File: src/rtl/maxpool2x2_stream_if.sv
// Stream bundle between the C1 pixel source, the S2 max-pool stage and the C3 sink.
// The master modport is the driving/observing side; the pool stage uses slave.
interface maxpool2x2_stream_if #(
    parameter int DATA_W = 16,
    parameter int OCOL_W = 4
);
    logic                     en_n;
    logic signed [DATA_W-1:0] din;
    logic signed [DATA_W-1:0] dout;
    logic                     dout_en_n;
    logic                     frame_done;
    logic [OCOL_W-1:0]        out_col;

    modport master (
        output en_n,
        output din,
        input  dout,
        input  dout_en_n,
        input  frame_done,
        input  out_col
    );

    modport slave (
        input  en_n,
        input  din,
        output dout,
        output dout_en_n,
        output frame_done,
        output out_col
    );
endinterface

File: src/rtl/maxpool2x2_stream.sv
// Streaming 2x2 stride-2 signed max-pool (S2): horizontal pair max into a half-row
// line buffer on even rows, full window max emitted on odd rows at odd columns.
module maxpool2x2_stream #(
    parameter int DATA_W = 16,
    parameter int IN_W   = 28,
    parameter int IN_H   = 28
) (
    input  logic                clk,
    input  logic                rst,
    maxpool2x2_stream_if.slave  s
);
    localparam int OUT_W  = IN_W / 2;
    localparam int COL_W  = $clog2(IN_W);
    localparam int ROW_W  = $clog2(IN_H);
    localparam int OCOL_W = (OUT_W > 1) ? $clog2(OUT_W) : 1;

    // Geometry must give whole 2x2 windows; catch bad overrides at elaboration.
    generate
        if ((IN_W % 2) != 0 || IN_W < 2 || (IN_H % 2) != 0 || IN_H < 2) begin : g_bad_geometry
            $error("maxpool2x2_stream: IN_W and IN_H must be even and >= 2");
        end
    endgenerate

    function automatic logic signed [DATA_W-1:0] smax(
        input logic signed [DATA_W-1:0] a,
        input logic signed [DATA_W-1:0] b
    );
        return (a >= b) ? a : b;
    endfunction

    logic [COL_W-1:0]         r_col;
    logic [ROW_W-1:0]         r_row;
    logic signed [DATA_W-1:0] r_hold;
    logic signed [DATA_W-1:0] r_lb [OUT_W];
    logic signed [DATA_W-1:0] r_dout;
    logic                     r_dout_en_n;
    logic                     r_frame_done;
    logic [OCOL_W-1:0]        r_out_col;

    logic                     w_accept;
    logic                     w_col_odd;
    logic                     w_row_odd;
    logic                     w_col_last;
    logic                     w_row_last;
    logic                     w_lb_wr;
    logic                     w_emit;
    logic [OCOL_W-1:0]        w_lb_idx;
    logic signed [DATA_W-1:0] w_pair_max;
    logic signed [DATA_W-1:0] w_win_max;

    // din is only consumed under w_accept, so X while stalled never reaches state.
    assign w_accept   = ~s.en_n;
    assign w_col_odd  = r_col[0];
    assign w_row_odd  = r_row[0];
    assign w_col_last = (r_col == COL_W'(IN_W - 1));
    assign w_row_last = (r_row == ROW_W'(IN_H - 1));
    assign w_lb_idx   = OCOL_W'(r_col >> 1);
    assign w_lb_wr    = w_accept & w_col_odd & ~w_row_odd;
    assign w_emit     = w_accept & w_col_odd &  w_row_odd;
    assign w_pair_max = smax(r_hold, s.din);
    assign w_win_max  = smax(r_lb[w_lb_idx], w_pair_max);

    // Raster position and the left pixel of the current horizontal pair.
    always_ff @(posedge clk or negedge rst) begin
        if (!rst) begin
            r_col  <= '0;
            r_row  <= '0;
            r_hold <= '0;
        end else if (w_accept) begin
            if (!w_col_odd) begin
                r_hold <= s.din;
            end
            if (w_col_last) begin
                r_col <= '0;
                r_row <= w_row_last ? '0 : r_row + 1'b1;
            end else begin
                r_col <= r_col + 1'b1;
            end
        end
    end

    // NOTE: the line buffer has no reset; every entry is rewritten on an even row
    // before any odd row reads it, so resetting it would only cost flops and fanout.
    always_ff @(posedge clk) begin
        if (w_lb_wr) begin
            r_lb[w_lb_idx] <= w_pair_max;
        end
    end

    // Strobe and frame_done default high/low every cycle; data and column hold.
    always_ff @(posedge clk or negedge rst) begin
        if (!rst) begin
            r_dout       <= '0;
            r_dout_en_n  <= 1'b1;
            r_frame_done <= 1'b0;
            r_out_col    <= '0;
        end else begin
            r_dout_en_n  <= 1'b1;
            r_frame_done <= 1'b0;
            if (w_emit) begin
                r_dout       <= w_win_max;
                r_out_col    <= w_lb_idx;
                r_dout_en_n  <= 1'b0;
                r_frame_done <= w_row_last & w_col_last;
            end
        end
    end

    assign s.dout       = r_dout;
    assign s.dout_en_n  = r_dout_en_n;
    assign s.frame_done = r_frame_done;
    assign s.out_col    = r_out_col;
endmodule

File: src/flat_wrapper.sv
// flat-port wrapper written by rule: the top's interface ports become plain ports
module maxpool2x2_stream_flat 
#(
    parameter int DATA_W = 16,
    parameter int IN_W   = 28,
    parameter int IN_H   = 28
)
  (clk, rst, s_en_n, s_din, s_dout, s_dout_en_n, s_frame_done, s_out_col);
  maxpool2x2_stream_if #(.DATA_W(DATA_W), .OCOL_W(($clog2(((28) / 2))))) s_i ();
  input  logic clk;
  input  logic rst;
  input wire logic [$bits(s_i.en_n)-1:0] s_en_n;
  input wire logic [$bits(s_i.din)-1:0] s_din;
  output wire logic [$bits(s_i.dout)-1:0] s_dout;
  output wire logic [$bits(s_i.dout_en_n)-1:0] s_dout_en_n;
  output wire logic [$bits(s_i.frame_done)-1:0] s_frame_done;
  output wire logic [$bits(s_i.out_col)-1:0] s_out_col;
  assign s_i.en_n = s_en_n;
  assign s_i.din = s_din;
  assign s_dout = s_i.dout;
  assign s_dout_en_n = s_i.dout_en_n;
  assign s_frame_done = s_i.frame_done;
  assign s_out_col = s_i.out_col;
  maxpool2x2_stream #(.DATA_W(DATA_W), .IN_W(IN_W), .IN_H(IN_H)) u_core (.clk(clk), .rst(rst), .s(s_i));
endmodule
File: config.mk
export PLATFORM = sky130hd
export DESIGN_NAME = maxpool2x2_stream_flat
export DESIGN_NICKNAME = d
export VERILOG_FILES = /design/src/rtl/maxpool2x2_stream_if.sv /design/src/rtl/maxpool2x2_stream.sv /design/src/flat_wrapper.sv
export SDC_FILE = /design/constraint.sdc
export NUM_CORES = 1
export LEC_CHECK = 0
export CAP_MARGIN = 20
export CORE_ASPECT_RATIO = 1.1
export CORE_MARGIN = 3
export CORE_UTILIZATION = 30
export CTS_BUF_LIST = sky130_fd_sc_hd__clkbuf_4 sky130_fd_sc_hd__clkbuf_8
export CTS_CLUSTER_DIAMETER = 120
export DETAILED_ROUTE_END_ITERATION = 10
export HOLD_SLACK_MARGIN = 0.15
export PLACE_DENSITY_LB_ADDON = 0.05
export SLEW_MARGIN = 25
export SYNTH_ARGS = -nofsm -noshare
export SYNTH_HDL_FRONTEND = slang
export SYNTH_SLANG_ARGS = --single-unit
export TNS_END_PERCENT = 10
File: constraint.sdc
create_clock -name clk -period 5.15 [get_ports clk]
set_input_delay 1.03 -clock clk [delete_from_list [all_inputs] [get_ports clk]]
set_output_delay 1.03 -clock clk [all_outputs]
set_load 0.01 [all_outputs]
# Yosys cells after proc, flatten, opt, wreduce, memory -nomap -nowiden

Memory sizes are Yosys's and may differ from the RTL's.
Index checks and enable logic that the tools add are counted.
Widths: inputs -> output; s select.

Input bits: 19
Logic and storage cells: 31
Memory bits (writable): 224
Memories kept: 1
Output and inout port bits: 22
Register bits: 48

Memory list:

| name        | depth | width | rd ports | clocked after Yosys merged registers in | wr ports | RTL line                | RTL |
|---|---|---|---|---|---|---|---|
| u_core.r_lb | 14    | 16    | 1        | 0                                       | 1        | maxpool2x2_stream.sv:34 | `logic signed [DATA_W-1:0] r_lb [OUT_W];` |

Equal/unequal tests: 2
$lt $le $gt $ge: 2
Multiplexer cells: 8
Add/sub/neg operators: 2
Reduce and logical (&&, ||, !) cells: 2
Bitwise operators: 7

Operators by type and width:

| operator            | number |
|---|---|
| $ge 16x16->1        | 2 |
| $mux 16             | 2 |
| $add 5x1->5 const B | 2 |
| $eq 5x5->1 const B  | 2 |
| $mux 5              | 2 |
| $and 1x1->1         | 4 |
| $mux 1              | 4 |
| $reduce_and 2->1    | 2 |
| $not 1->1           | 3 |

# Logic depth before layout (Yosys ltp)

Depth after elaboration: 5
Depth in mapped cells: 19
Mapped depth without buffers: 15

# Least setup slack after synthesis

Ideal clock, no wire load.

Kind: input to register
Start: input port s_din[15]
End: register u_core.r_dout[0], in the netlist u_core.s.dout[0]
Data arrival time: 4,754 ps
Path slack: 310 ps
Buffers on the path: 3
Setup time: 86 ps
Required time: 5,064 ps
Cell stages on the path: 18
Path through: inv_1 > ha_1 > nand4_2 > or2_1 > o221a_2 > buf_2 > and4_1 > nor4_2 > inv_1 > ha_1 > nor2b_1 > o211ai_1 > a2111o_1 > and4_1 > or3_1 > clkbuf_2 > buf_6 > o221ai_2

Word-level cells in the longest chain between the ends: 4

Ends and longest elaborated chain:

| what                     | RTL line                 | RTL |
|---|---|---|
| from (decl)              | flat_wrapper.sv:13       | `input wire logic [$bits(s_i.din)-1:0] s_din;` |
| $ge 16x16->1 (*)         | maxpool2x2_stream.sv:28  | `return (a >= b) ? a : b;` |
| $mux 16 (*)              | maxpool2x2_stream.sv:28  |  |
| net u_core.w_pair_max[0] | maxpool2x2_stream.sv:48  | `logic signed [DATA_W-1:0] w_pair_max;` |
| $ge 16x16->1             | maxpool2x2_stream.sv:28  |  |
| $mux 16 (*)              | maxpool2x2_stream.sv:28  |  |
| to (signal assigned)     | maxpool2x2_stream.sv:101 | `r_dout <= w_win_max;` |
| to (decl)                | maxpool2x2_stream.sv:35  | `logic signed [DATA_W-1:0] r_dout;` |

Mark *: on every way through the listed nets, which the timed path passes. The rest lies on a longest branch.
A chain may end at the register's enable or synchronous reset.

# Worst setup path after layout

Start: input port s_din[15]
End: register u_core.r_dout[7], in the netlist u_core.s.dout[7]

Word-level cells in the longest chain between the ends: 4

Ends and longest elaborated chain:

| what                     | RTL line |
|---|---|
| $ge 16x16->1             | maxpool2x2_stream.sv:28 |
| $mux 16                  | maxpool2x2_stream.sv:28 |
| net u_core.w_pair_max[0] | maxpool2x2_stream.sv:48 |
| $ge 16x16->1             | maxpool2x2_stream.sv:28 |
| $mux 16                  | maxpool2x2_stream.sv:28 |

The timed path passes the listed nets, and every way through them passes these cells.

==> impl_results.md <==
* Initial Util at just over 30%
* #FFs+latches synth at 272
* Via density at approximately 5
* Maximum operating frequency at 203 MHz
* Layout cell share with drive strength beyond 1 at about a third
* WHS Path Cells at 2
* Slew headroom at about two fifths
* Power Density at roughly 550 mW/mm^2
* Worst Tran Pin Value at 918 ps
* Clock skew at about 18 ps
* WL per Instance at approximately 22 um
* Finished Cell Area at 0.0154 sq mm
* WHS at 511 ps
* Mapped Area at 0.0125 sq mm
* CP max FO at 13
* Detailed Place HPWL at between 20000 and 25000 um
* DRC Markers at 0
* Total Power at 8.46 mW
* CTS tree: built
* Die area at about 0.044 sq mm
* Syn Inst Count at around 810
* CTS H-tree lvls at 2
* Number of I/O port buffers at 40
* Share of the yosys chip area belonging to registers at roughly 63%
* Synth warn at 0
* Critical path's top delay family: simple AND/OR/NAND/NOR gates
* Routed wire length at ~34000 um
* Tmin final at about 4900 ps
* Reg2Reg Depth at 17
* Pleak at 5.56 nW
* Tot GR Track Use at about 16%
* Final #Nets at slightly above 1000
* Bufs on Longest Clock Path at 3
* Latest clock arrival within the worst-skew pair at roughly 580 ps
* Fill cells at about 3800
* Area Overhead vs Synth at 22.7%
* Post-CTS Hold Buffers at 0
* Slew Viols, Final at 0
* CTS root buf: clkbuf_8
* Vias in the first global route at 8109
* Ant diodes at 0
* Post-Route Utilization at between 30% and 40%
* Required time of the critical path at approximately 5600 ps
* Final setup vio count at 0
* Worst path max stage delay at between 400 and 500 ps
* Largest net degree at the start of global routing at 65
* Async SR Flop Fraction at between 10% and 20%
* Buf/Inv on CP at 6
* Hold Violations, Final at 0
* Yosys cell types at 50
* Num CTS Buffers at 49
* Total of max-cap violations at 0
* Rows at a little under 80
* Worst path slowest cell: clkdlybuf4s50_1
* Kind of critical path: input pin to flop
* Worst Hold Class: flop to flop
* Initial antenna violation count at 0
* Worst-path clk slew at roughly 60 ps
* Chip Width at 201 um
* Dpl ws at -382 ps
* CP startpoint kind: input pin
* Congestion Overflow GR at 0
* Global-route wire length before repair at approximately 52000 um
* Post-placement cell area at 0.0144 sq mm
* Worst setup EP type: flop
* CP Cell Sequence: clkdlybuf4s50_1 > inv_1 > ha_2 > nand4_2 > or2_1 > o221a_2 > buf_4 > and4_1 > nor4_2 > buf_4 > inv_1 > ha_1 > nor2b_1 > o211ai_1 > a2111o_1 > and4_1 > or3_1 > buf_12 > o221ai_1
* Tcrit/Tclk final at 95.6%
* Dominant synthesized flop cell: edfxtp_1
* Worst setup margin at 227 ps
* Final Wtd Congestion at roughly 0.81
* Die H at 220 um
* Via Count at between 7000 and 8000
* Worst EP arrival at ~5400 ps
* Unrepaired setup endpoints after global routing: false
* Core Footprint at 0.0408 sq mm
* CTS Sinks at 272
* Ports at 41
* Crit path depth at 19
* Remaining antenna violation count at 0
* Outcome: complete, no violations
* Maximum vdd drop at about 0.21 mV
* Drt initial violations at 369
* Number of synthesized flops with an enable pin at between 200 and 250
* Pre-Repair DR Iteration Count at 4
* Syn Area/Cell at between 15 and 20 sq um
* Syn Nets at around 860
## per-stage QoR
step | setup TNS [ps] | std cells
after floorplan | 0 | 808
after global placement | -4320 | 1456
after detailed placement | -5430 | 1456
after CTS | 0 | 1546
after global routing | 0 | 1548
final | 0 | 1548
## cell families (layout without fill, tap and decap cells)
logic type / count (synthesis) / in the layout / share of synthesized area (%)
flip-flops: 272 / 272 / 63.2
AND/OR/NAND/NOR: 186 / 186 / 9.78
AO/OA/AOI/OAI: 118 / 118 / 7.27
multiplexers: 100 / 100 / 13.0
buffers and inverters: 97 / 284 / 3.33
adder cells (fa/ha/maj): 34 / 34 / 3.39
XOR/XNOR: 1 / 1 / 0.0698
## worst register-to-register path, stage by stage (launching register included)
cell	delay, ps
dfrtp_1	410
ha_2	360
nand4_2	190
or2_1	300
o221a_2	300
buf_4	200
and4_1	210
nor4_2	300
buf_4	170
inv_1	40
ha_1	190
nor2b_1	110
o211ai_1	90
a2111o_1	380
and4_1	210
or3_1	420
buf_12	180
o221ai_1	190
## path summary, 6_finish.rpt
path	from	slack, ps	end
worst max-delay path	s_din[15]	230	u_core.s.dout[7]$_DFFE_PN0P_
worst min-delay path	u_core.r_row[1]$_DFFE_PN0P_	510	u_core.r_row[1]$_DFFE_PN0P_
worst max register to register	u_core.r_hold[15]$_DFFE_PN0P_	810	u_core.s.dout[7]$_DFFE_PN0P_
worst min register to register	u_core.r_row[1]$_DFFE_PN0P_	510	u_core.r_row[1]$_DFFE_PN0P_
max in group asynchronous	rst	4040	u_core.r_col[1]$_DFFE_PN0N_
min in group asynchronous	rst	590	u_core.s.out_col[0]$_DFFE_PN0P_
## placed cells by master, fill, tap and decap left out, types with 4 or more instances in the layout
master	netlist	final
nor2_2	0	4
a211oi_1	13	12
buf_12	0	9
dfrtp_1	47	43
and4_1	8	8
clkbuf_8	0	50
mux2_2	20	20
edfxtp_1	224	224
nor2_1	24	12
and4_4	9	9
mux4_2	48	48
o21a_1	18	18
mux2i_1	32	32
inv_1	48	48
nor4b_1	15	15
ha_1	34	33
a211oi_2	3	4
o21ai_0	10	10
nor4_2	4	4
a21oi_1	33	33
o221ai_1	4	4
nand4_1	5	5
o211ai_1	16	16
nand3_1	5	5
clkbuf_4	0	12
clkinv_1	0	16
nand2_1	79	79
o221ai_2	13	13
nor2_4	0	8
clkinv_2	0	8
clkdlybuf4s50_1	0	39
buf_4	3	97
nand2b_1	6	6
nor4_4	13	14
## sequential cells by signal (all words and copies together) (netlist names)
signal,cells
u_core.r_lb,224
u_core.r_hold,16
u_core.s.dout,16
u_core.r_col,5
u_core.r_row,5
u_core.s.out_col,4
u_core.s.dout_en_n,1
u_core.s.frame_done,1
## Yosys cell counts, types with 18 or more instances
cell type / count / area share, %
a21oi_1: 33 / 1.3
clkbuf_1: 22 / 0.66
dfrtp_1: 47 / 9.4
edfxtp_1: 224 / 54
ha_1: 34 / 3.4
inv_1: 48 / 1.4
mux2_2: 20 / 1.8
mux2i_1: 32 / 2.6
mux4_2: 48 / 8.6
nand2_1: 79 / 2.4
nor2_1: 24 / 0.72
o21a_1: 18 / 1.1
## repair_timing
item | CTS | global route
endpoints found under the setup margin | 0 | 7
gates resized for setup | 0 | 3
buffers inserted | 0 | 2
## layout make-up
class	count	area (sq um)	share of cell area (%)
Clock buffer	62	778	5.06
Clock inverter	28	199	1.29
Inverter	48	180	1.17
Multi-Input combinational cell	439	4300	28.0
Sequential cell	272	7940	51.6
Tap cell	553	692	4.50
Timing Repair Buffer	146	1300	8.47
## per-layer routing
layer | GRT usage, % | vias to the layer above | wire length [um]
met5 | 0 | - | 0
met4 | 4.99 | 0 | 906
met3 | 2.60 | 63 | 1170
met2 | 26.2 | 141 | 16400
met1 | 20.8 | 3887 | 15700
li1 | - | 3456 | -
## power by group
part           switching, mW  internal (mW)
Combinational           1.77           1.46
Sequential             0.315           2.87
Clock                  0.901           1.14
No activity file was read; power rests on OpenSTA's default activity.
